`src/rtl/addition.sv`:
```
// Signed saturating adder with symmetric clamp to +/-(2^(N-1)-1).
// One-cycle registered result with overflow flags and a sticky saturation flag.
module addition #(
    parameter int unsigned N = 32
) (
    input  logic         clk,
    input  logic         rst_n,
    input  logic         in_valid,
    input  logic [N-1:0] a,
    input  logic [N-1:0] b,
    input  logic         sat_clr,
    output logic [N-1:0] s,
    output logic         out_valid,
    output logic         ovf_pos,
    output logic         ovf_neg,
    output logic         sat_sticky
);

    localparam int unsigned RAW_W = N + 1;
    localparam logic [N-1:0] MAX_POS = {1'b0, {(N-1){1'b1}}};
    // Most-negative code with the LSB set: -(2^(N-1)-1), never 100..0.
    localparam logic [N-1:0] MAX_NEG = {1'b1, {(N-1){1'b0}}} | N'(1);

    logic [RAW_W-1:0] raw_c;
    logic             pos_ovf_c;
    logic             neg_ovf_c;
    logic [N-1:0]     sum_c;
    logic             sticky_next_c;

    // Sign-extended add; overflow decided from operand signs vs raw[N-1].
    always_comb begin
        raw_c     = {a[N-1], a} + {b[N-1], b};
        pos_ovf_c = ~a[N-1] & ~b[N-1] &  raw_c[N-1];
        neg_ovf_c =  a[N-1] &  b[N-1] & ~raw_c[N-1];
        sum_c     = raw_c[N-1:0];
        if (pos_ovf_c) begin
            sum_c = MAX_POS;
        end else if (neg_ovf_c) begin
            sum_c = MAX_NEG;
        end
    end

    // A new saturation takes priority over a same-cycle clear.
    always_comb begin
        sticky_next_c = sat_sticky;
        if (sat_clr) begin
            sticky_next_c = 1'b0;
        end
        if (in_valid && (pos_ovf_c || neg_ovf_c)) begin
            sticky_next_c = 1'b1;
        end
    end

    always_ff @(posedge clk or negedge rst_n) begin
        if (!rst_n) begin
            s          <= '0;
            out_valid  <= 1'b0;
            ovf_pos    <= 1'b0;
            ovf_neg    <= 1'b0;
            sat_sticky <= 1'b0;
        end else begin
            out_valid  <= in_valid;
            sat_sticky <= sticky_next_c;
            if (in_valid) begin
                s       <= sum_c;
                ovf_pos <= pos_ovf_c;
                ovf_neg <= neg_ovf_c;
            end
        end
    end

endmodule

```
`config.mk`:
```
export PLATFORM = sky130hd
export DESIGN_NAME = addition
export DESIGN_NICKNAME = d
export VERILOG_FILES = /design/src/rtl/addition.sv
export SDC_FILE = /design/constraint.sdc
export NUM_CORES = 1
export LEC_CHECK = 0
export CORE_MARGIN = 4
export CORE_UTILIZATION = 50
export DETAILED_ROUTE_END_ITERATION = 12
export HOLD_SLACK_MARGIN = 0.1
export PLACE_DENSITY = 0.8
export SETUP_SLACK_MARGIN = 0.15
export SYNTH_ARGS = -nofsm -noshare
export SYNTH_HDL_FRONTEND = slang
export SYNTH_SLANG_ARGS = --single-unit
```
`constraint.sdc`:
```
create_clock -name clk -period 2.55 [get_ports clk]
set_input_delay 0.51 -clock clk [delete_from_list [all_inputs] [get_ports clk]]
set_output_delay 0.51 -clock clk [all_outputs]
set_load 0.01 [all_outputs]
```
==> impl_metrics.ini, run 1 <==
[placement]
port_buffers = 103
dp_cells = 685
gp_congestion = 0.914
dp_hpwl_um = 9280

[status]
error = [ERROR DPL-0038] Utilization greater than 100%, impossible to legalize
stop_stage = global routing (5_1_grt)
outcome = did not finish

[yosys]
ys_ff_latch = 36
synth_flop_cell = dfrtp_1
yosysWarnings = 0
ys_types = 58
synthCells = 420
syn_nets = 522
syn_area_um2 = 3460
ys_seq_area_share_pct = 26.0
async_reset_ff_share_pct = 100
syn_avg_cell_area_um2 = 8.25
synth_edf_count = 0

[timing]
worst_endpoint_kind = register input
postGrtWorstEndpoint = s[28]$_DFFE_PN0P_/D

[cts]
cts-hold-fix-buffers = 0
cts_buffers = 5
clockBufferDepth = 2
cts_max_level = 2
cts_root_buf = clkbuf_8
clock_sinks = 36

[global_route]
grt_max_degree = 37

[floorplanning]
die_w_um = 91.2
rows = 30
floorplan.initialDensity_pct = 51.3
num_io_pins = 104
die_h_um = 91.2
## stage by stage
| stage | utilization, % | instance area, um^2 | TNS, ps | setup WS (ps) |
|---|---|---|---|---|
| 2_1_floorplan | - | 3660 | -2930 | -282 |
| 3_3_place_gp | 80.0 | 5410 | -23200 | -898 |
| 3_5_place_dp | 80.0 | 5410 | -25270 | -1000 |
| 4_1_cts | 95.4 | 6450 | -855 | -62.5 |
## Yosys cell counts (all sizes together) (3+ instances only)
library cell | count | area, um^2
a21oi | 64 | 410
nor2 | 47 | 176
nand2 | 42 | 158
dfrtp | 36 | 901
ha | 33 | 413
o21ai | 21 | 105
xnor2 | 21 | 191
a21o | 18 | 135
inv | 15 | 56.3
buf | 10 | 87.6
clkbuf | 10 | 37.5
nand3 | 8 | 40.0
nor3 | 8 | 40.0
a31oi | 6 | 52.6
nand2b | 6 | 37.5
a211o | 5 | 43.8
and3 | 5 | 31.3
nor2b | 5 | 31.3
o211ai | 5 | 37.5
a211oi | 4 | 35.0
a21boi | 4 | 30.0
o21a | 4 | 30.0
xor2 | 4 | 35.0
a2111oi | 3 | 26.3
mux2 | 3 | 33.8
nand4 | 3 | 18.8
## what timing repair did
| item | CTS |
|---|---|
| setup endpoints to repair | 35 |
| pin swaps | 77 |
| gates resized for setup | 232 |
| gates cloned | 4 |
| setup buffers | 33 |
## cells by family after synthesis
logic type,Yosys count,synth area share [%]
buf+inv,35,5.24
mux,4,1.26
xor+xnor,25,6.54
fa+ha+maj,34,12.5
simple gates,130,16.7
flops,36,26.0
compound gates,156,31.8
==> run 2: changes to the inputs <==
Settings changed: CORE_UTILIZATION 50 to 35, HOLD_SLACK_MARGIN 0.1 to not set, PLACE_DENSITY 0.8 to not set, PLACE_DENSITY_LB_ADDON set to 0.15, SETUP_SLACK_MARGIN 0.15 to not set.
==> run 2 against run 1 <==
The flow now finishes, with violations (negative setup slack). Synthesized cell count stayed put. Synthesized area unchanged.
==> impl_metrics.ini, run 2 <==
[status]
outcome = complete, but fails checks
violations = negative setup slack

[global_route]
first_global_vias = 3800
grt_pass1_wl_um = 18500
grtUsageTotal_pct = 20.0
gr-total-overflow = 0
grt_max_degree = 37
antenna_found_initial = 0

[timing]
setup_violations = 34
rsz0062_at_grt = yes
finalHoldViolCount = 0
finalWorstSetupSlack_ps = -151
fin_crit_sh_pct = 106
finClkSkew_ps = 0
max_slew_margin_pct = 39.1
min_period_ps = 2700
worstMarginPinSlew_ps = 914
fmax_mhz = 370
drv_slew = 0

[floorplanning]
dieArea_um2 = 11600
die_w_um = 107
core-area_um2 = 9680
die_h_um = 107
rows = 36
floorplan.initialDensity_pct = 35.8
num_io_pins = 104

[final_layout]
final_util_pct = 69.5
regMostFlops = s
nNetsFinal = 759
area.sequential_um2 = 901
n_fill_cell = 801
final_area_um2 = 6730
drive_above_1_share_pct = 44.8
finalNonFillerCells = 791
layout_common_cells = 125 x buf_4, 47 x nor2_1, 41 x clkdlybuf4s50_1
area_growth_pct = 94.4
diodes = 0
largest_reg_flops = 32
multi_input_comb_area_um2 = 3150
final_common_cell = buf_4

[pwr]
pwr-share-comb_pct = 58.0
ir_drop_v = 0.000261
seqPwrFrac_pct = 24.5
total_power_uw = 3100
power.density_nw_per_um2 = 460
clkPwrFrac_pct = 17.6
p_sw_share_pct = 36.5
internal_power_uw = 1960
power_leakage_uw = 0.00320
power.switching_uw = 1130

[critical_path]
crit_fanout = 2
rr_startpoint = s[28]
worstSetupEndpointType = register
r2r-end = s[28]
cpMostUsedCell = o32ai_2
reg2reg_slack_ps = 1450
path_class = in -> reg
critPathSlowestCell = a211o_1
cpPeakStageDelay_ps = 370
critical_path.cell_chain = buf_6 -> ha_4 -> inv_2 -> fa_2 -> nor2b_2 -> o211ai_1 -> a211o_1 -> a21oi_2 -> buf_4 -> nor3_2 -> o32ai_2 -> mux2_4 -> o32ai_2
crit_path_start_kind = input port
cp.arrival_ps = 2920
worstPathRequired_ps = 2770
reg2reg_depth = 3

[job]
cap_viol_max_count = 0

[yosys]
synthCells = 420
ys_types = 58
syn_area_um2 = 3460
yosysWarnings = 0
async_reset_ff_share_pct = 100
synth_top_area_share_pct = 26.0
synth_edf_count = 0
synth_flop_cell = dfrtp_1
ys_ff_latch = 36
syn_nets = 522
synth_common_cells = 47 x nor2_1, 44 x a21oi_1, 42 x nand2_1
synthTopCellsByArea = dfrtp_1 26%, ha_1 12%, a21oi_1 6.4%, nor2_1 5.1%, xnor2_1 5.1%
yosysMostFrequentCell = nor2_1
syn_avg_cell_area_um2 = 8.25
yosysTopAreaCell = dfrtp_1
ys_seq_area_share_pct = 26.0

[cts]
cts_max_level = 2
cts-hold-fix-buffers = 0
clock_sinks = 36
cts_root_buf = clkbuf_8
clockBufferDepth = 2
clock_latency_ps = 300
cts_buffers = 5
cts_tree = built
clk_pin_slew_ps = 90

[placement]
place_ws_ps = -1020
placed_cell_area_um2 = 5560
port_buffers = 103
gp_congestion = 0.859
dp_cells = 748
dp_hpwl_um = 9160

[detailed_routing]
firstDrtPassIters = 4
via_count = 4055
drtAntennaViolNets = 0
drc_errors = 0
routed_wl_um = 13000
wl_per_cell_um = 16.4
via_per_inst = 5.13
first_iter_violations = 209

[worst_hold_path]
min_path_type = in -> async
-- run 2: cell counts after synthesis --
Identical to the previous run, type by type.
-- run 2: how the worst max path moves through the flow --
stage               startpoint  endpoint  slack, ps  depth (start not counted)
floorplan                 a[0]     s[28]       -280                         11
global placement          a[0]     s[28]       -980                         12
detailed placement        a[0]     s[28]      -1020                         12
CTS                       a[3]      s[2]       -250                         11
global route              b[0]     s[28]       -210                         13
finish                    b[0]     s[28]       -150                         13
-- run 2: through the flow --
step           TNS [ps]  hold WS [ps]
6_report          -2660           330
2_1_floorplan     -2870           214
4_1_cts           -6910           353
3_3_place_gp     -23690           473
3_5_place_dp     -24490           487
5_1_grt           -5200           385
-- run 2: final cells by class --
class                      instances  share of cell area [%]
sequential                        36                    13.4
clock inverter                     3                   0.632
tap                              133                    2.47
multi-input combinational        349                    46.8
timing repair buffer             250                    34.9
clock buffer                       5                    1.02
inverter                          15                   0.836
-- run 2: critical path: cells and delay by family --
family          cells  cell delay [ps]
compound gates      5             1180
fa+ha+maj           2              470
buf+inv             3              260
mux                 1              340
simple gates        2              170
-- run 2: timing repair --
item,in CTS,in global routing
cloned,0,3
resized for setup,61,144
buffers inserted,11,26
setup endpoints to repair,35,35
pin swaps,31,74
-- run 2: logic make-up after synthesis --
group           after synthesis  share of synthesized area (%)
flops                        36                           26.0
buf+inv                      35                           5.24
compound gates              156                           31.8
simple gates                130                           16.7
xor+xnor                     25                           6.54
mux                           4                           1.26
fa+ha+maj                    34                           12.5
-- run 2: per-layer routing --
layer	track usage [%]	vias to the layer above	wire (um)
li1	-	1997	-
met1	26.4	1950	5850
met2	34.5	99	6510
met3	3.00	9	527
met4	4.15	0	95
met5	0	-	0
-- run 2: power by group through the flow --
| stage | registers [uW] | clock network, uW | logic [uW] |
|---|---|---|---|
| after global placement | 763 | 0 | 1440 |
| after CTS | 755 | 552 | 1530 |
| after floorplan | 810 | 0 | 703 |
| after global routing | 772 | 572 | 1930 |
| final | 758 | 544 | 1790 |
| after detailed placement | 766 | 0 | 1460 |
No activity file was read; power rests on OpenSTA's default activity.
==> run 3: changes to the inputs <==
Settings changed: CORE_UTILIZATION 35 to 45.
==> run 3 against run 2 <==
The flow still finishes with violations (negative setup slack). Worst hold slack gained 6.5 ps. Non-clock buffer count decreased by 12. Die area decreased by 21%. Clock power decreased by 13%. Via count increased by 7.9%. Setup slack lost 2.4 ps. Largest cell class unchanged.
==> impl_metrics.ini, run 3 (synthesized netlist as in run 2, its figures left out) <==
[global_route]
gr-total-overflow = 0
grt_max_degree = 37
grt_util_met1_pct = 35.9
grtUsageTotal_pct = 30.2
use_met3_pct = 4.38
grt_pass1_wl_um = 21600
met2_usage_pct = 54.1
busiest_layer = met2
first_global_vias = 4506
antenna_found_initial = 0

[worst_hold_path]
min_path_type = in -> async

[cts]
clock_sinks = 36
clk_pin_slew_ps = 90
cts_max_level = 2
cts-hold-fix-buffers = 0
cts_root_buf = clkbuf_8
clock_latency_ps = 300
cts_buffers = 5
cts_tree = built
clockBufferDepth = 2

[critical_path]
crit_path_start_kind = input port
rr_startpoint = s[28]
r2r-end = s[28]
reg2reg_slack_ps = 1360
reg2reg_depth = 3
worstSetupEndpointType = register
worstPathRequired_ps = 2740
cp.arrival_ps = 2890
crit_fanout = 8
path_class = in -> reg

[floorplanning]
rows = 31
floorplan.initialDensity_pct = 47.0
core-area_um2 = 7370
die_w_um = 95.7
num_io_pins = 104
die_h_um = 95.7
dieArea_um2 = 9160

[timing]
fmax_mhz = 370
min_period_ps = 2700
max_slew_margin_pct = 38.1
fin_crit_sh_pct = 106
finClkSkew_ps = 0
drv_slew = 0
worstMarginPinSlew_ps = 929
finalHoldViolCount = 0
finalWorstSetupSlack_ps = -154
setup_violations = 33
holdWs_ps = 336
rsz0062_at_grt = yes

[placement]
gp_congestion = 0.913
port_buffers = 103
dp_cells = 715
dp_hpwl_um = 9030
place_ws_ps = -985

[status]
outcome = complete, but fails checks
violations = negative setup slack

[final_layout]
layout_common_cells = 118 x buf_4, 46 x nor2_1, 42 x dlygate4sd2_1
largest_reg_flops = 32
multi_input_comb_area_um2 = 3240
finalNonFillerCells = 745
final_common_cell = buf_4
area.sequential_um2 = 901
final_util_pct = 88.1
n_fill_cell = 380
regMostFlops = s
drive_above_1_share_pct = 44.4
area_growth_pct = 87.5
diodes = 0
nNetsFinal = 747

[job]
cap_viol_max_count = 0

[detailed_routing]
via_per_inst = 5.88
routed_wl_um = 14900
first_iter_violations = 291
drc_errors = 0
drtAntennaViolNets = 0
via_count = 4377
wl_per_cell_um = 19.9
firstDrtPassIters = 5

[pwr]
power.density_nw_per_um2 = 472
power_leakage_uw = 0.00289
ir_drop_v = 0.000366
[run 3: cell types whose count changed in the layout (fill, tap and decap cells not counted), sizes merged]
cell / delta
buf: -5
bufinv: -1
clkbuf: -5
clkdlybuf4s15: +3
clkdlybuf4s50: -1
clkinv: -1
dlygate4sd2: +33
dlymetal6s2s: -35
[run 3: timing repair]
item                       in CTS  in global routing
cloned                          1                  1
setup endpoints to repair      35                 33
gates resized for setup       194                 45
pin swaps                      78                 25
buffers inserted               19                  3
[run 3: metal layers]
metal / part of all wire, % / up-vias / wire (um)
li1: - / 1978 / -
met3: 6.7 / 62 / 995
met1: 38 / 2094 / 5710
met2: 51 / 243 / 7610
met4: 3.6 / 0 / 537
met5: 0 / - / 0
[run 3: stage by stage]
step	power, uW	TNS, ps	cell area [um^2]
floorplan	1510	-2870	3660
global placement	2190	-25200	5530
detailed placement	2220	-27470	5530
CTS	2880	-1960	6280
global route	3230	-4940	6490
finish	3070	-3390	6490
[run 3: worst max-delay path: stages]
cell and delay (ps):
dlygate4sd2_1 260, ha_4 260, a21oi_4 140, o21ai_2 80
a221o_1 340, a211o_1 280, a31oi_4 270, mux2_4 430
buf_12 190, o31ai_4 60, a21oi_2 80
[run 3: cell type report]
| type | instances | share of cell area, % |
|---|---|---|
| Clock inverter | 1 | 0.116 |
| Multi-Input combinational cell | 349 | 49.8 |
| Inverter | 15 | 0.867 |
| Timing Repair Buffer | 238 | 32.1 |
| Tap cell | 99 | 1.91 |
| Sequential cell | 36 | 13.9 |
| Clock buffer | 7 | 1.33 |
[run 3: worst max-delay path by stage]
stage	depth (start not counted)	slack [ps]	end	start
final	11	-150	s[24]	a[24]
after global routing	11	-190	s[24]	a[24]
after CTS	13	-90	s[24]	a[1]
after detailed placement	12	-990	s[28]	a[0]
after global placement	12	-880	s[28]	a[0]
after floorplan	11	-280	s[28]	a[0]
[run 3: power breakdown]
group          internal (uW)  switching, uW  total [uW]
logic                    960            880        1840
clock network            221            251         471
registers                685           71.1         756
==> run 4: changes to the inputs <==
Settings changed: ABC_AREA set to 1.
==> run 4 against run 3 <==
The flow now finishes without violations. Largest power group unchanged. Worst hold slack lost 49 ps. Design area shrank 11%. Setup slack gained 310 ps. Cell count grew 20%.
==> impl_metrics.ini, run 4 <==
[status]
outcome = finished clean

[placement]
placed_cell_area_um2 = 5580
dp_cells = 885
gp_congestion = 0.879
place_ws_ps = -206
port_buffers = 103
dp_hpwl_um = 9600

[timing]
drv_slew = 0
fmax_mhz = 418
finalHoldViolCount = 0
setup_violations = 0
rsz0062_at_grt = no
worstMarginPinSlew_ps = 772
fin_crit_sh_pct = 93.9
max_slew_margin_pct = 48.6
finalWorstSetupSlack_ps = 155
setup_tns_ps = 0
min_period_ps = 2400
finClkSkew_ps = 0

[cts]
clockBufferDepth = 2
cts_buffers = 5
clk_pin_slew_ps = 70
cts_max_level = 2
cts_root_buf = clkbuf_8
clock_sinks = 36
clock_latency_ps = 280
cts_tree = built

[global_route]
grt_util_met1_pct = 29.5
first_global_vias = 4128
grt_pass1_wl_um = 18500
use_met3_pct = 2.62
gr-total-overflow = 0
grtUsageTotal_pct = 22.2
antenna_found_initial = 0
busiest_layer = met2
met2_usage_pct = 38.5
grt_max_degree = 37

[floorplanning]
floorplan.initialDensity_pct = 46.9
core-area_um2 = 8340
die_h_um = 101
die_w_um = 101
rows = 33
dieArea_um2 = 10300
num_io_pins = 104

[final_layout]
final_common_cell = nand2_1
regMostFlops = s
final_area_um2 = 5760
nNetsFinal = 889
finalNonFillerCells = 892
diodes = 0
largest_reg_flops = 32
area_growth_pct = 47.3
drive_above_1_share_pct = 20.5
layout_common_cells = 246 x nand2_1, 101 x clkdlybuf4s50_1, 79 x buf_4

[yosys]
synth_edf_count = 0
async_reset_ff_share_pct = 100
synthCells = 610
synth_flop_cell = dfrtp_1
syn_nets = 712
ys_seq_area_share_pct = 23.0
yosysTopAreaCell = nand2_1
synth_common_cells = 250 x nand2_1, 73 x inv_1, 40 x nand3_1, 40 x nor2_1, 36 x dfrtp_1
syn_avg_cell_area_um2 = 6.42
yosysWarnings = 0
syn_area_um2 = 3910
yosysMostFrequentCell = nand2_1
synth_top_area_share_pct = 24.0
ys_ff_latch = 36
synthTopCellsByArea = nand2_1 24%, dfrtp_1 23%, ha_1 11%, inv_1 7.0%, nand3_2 5.4%
ys_types = 38

[pwr]
internal_power_uw = 1620
ir_drop_v = 0.000241
seqPwrFrac_pct = 29.6
power_leakage_uw = 0.00315
power.switching_uw = 916
power.density_nw_per_um2 = 439
clkPwrFrac_pct = 16.9
p_sw_share_pct = 36.2
pwr-share-comb_pct = 53.5

[critical_path]
crit_fanout = 15
worstPathRequired_ps = 2720
crit_path_start_kind = input port
cp.arrival_ps = 2560
path_class = in -> reg
worstSetupEndpointType = register

[detailed_routing]
wl_per_cell_um = 12.6
drtAntennaViolNets = 0
drc_errors = 0
via_per_inst = 4.80
first_iter_violations = 208
firstDrtPassIters = 4
via_count = 4279
routed_wl_um = 11200

[worst_hold_path]
min_path_type = in -> async

[job]
cap_viol_max_count = 0
-- run 4: area by class of cell --
class / instances / area [um^2]
inverter: 80 / 300
clock buffer: 7 / 96.3
tap: 105 / 131
timing repair buffer: 183 / 1640
sequential: 36 / 901
fill: 753 / 2580
multi-input combinational: 481 / 2690
-- run 4: worst paths after layout --
path                       cells after the start  slack (ps)   from  endpoint
max                                           15         150   a[6]     s[17]
min                                            1         290  rst_n   ovf_pos
max reg2reg                                    2        1850  s[13]     s[13]
min reg2reg                                    2         480   s[1]      s[1]
max in group asynchronous                      1        1760  rst_n     s[20]
min in group clk                               2         480   s[1]      s[1]
-- run 4: kinds of logic after synthesis --
kind of cell	share of synthesized area, %
buffers and inverters	10.4
DFF	23.0
AOI/OAI and AO/OA	6.07
adders and majority gates	11.1
xor gates and xnor gates	4.25
and+or+nand+nor	45.2
-- run 4: what timing repair did --
| item | CTS | global route |
|---|---|---|
| buffers inserted | 0 | 0 |
| setup endpoints to repair | 0 | 14 |
| resized for setup | 0 | 16 |
| hold buffers | 0 | 0 |
-- run 4: stage by stage --
| stage | utilization (%) | hold WS [ps] | power (uW) |
|---|---|---|---|
| 2_1_floorplan | - | 214 | 1430 |
| 3_3_place_gp | 66.9 | 462 | 2070 |
| 3_5_place_dp | 66.9 | 467 | 2100 |
| 4_1_cts | 68.0 | 312 | 2530 |
| 5_1_grt | 69.1 | 368 | 2730 |
| 6_report | 69.1 | 287 | 2530 |
-- run 4: per-layer routing --
metal / part of all wire [%] / vias to the layer above / routed length [um]
met5: 0 / - / 0
met4: 1.3 / 0 / 141
met3: 6.5 / 13 / 729
met2: 47 / 109 / 5290
met1: 45 / 1904 / 5060
li1: - / 2253 / -
-- run 4: power by group through the flow --
stage / Clock (uW) / Sequential, uW / Combinational [uW]
2_1_floorplan: 0 / 802 / 626
6_report: 429 / 749 / 1350
5_1_grt: 456 / 764 / 1510
4_1_cts: 441 / 749 / 1340
3_5_place_dp: 0 / 759 / 1340
3_3_place_gp: 0 / 754 / 1310
-- run 4: worst max-delay path, stage by stage --
cell	delay, ps
clkdlybuf4s50_1	400
ha_1	340
nand2_2	90
inv_1	60
a21oi_1	170
nand2_2	100
nand2_2	80
nand2_4	60
nand2_4	80
nand2_2	50
nand2_2	90
nand3_2	110
buf_4	230
nand3_1	110
nand3_1	70
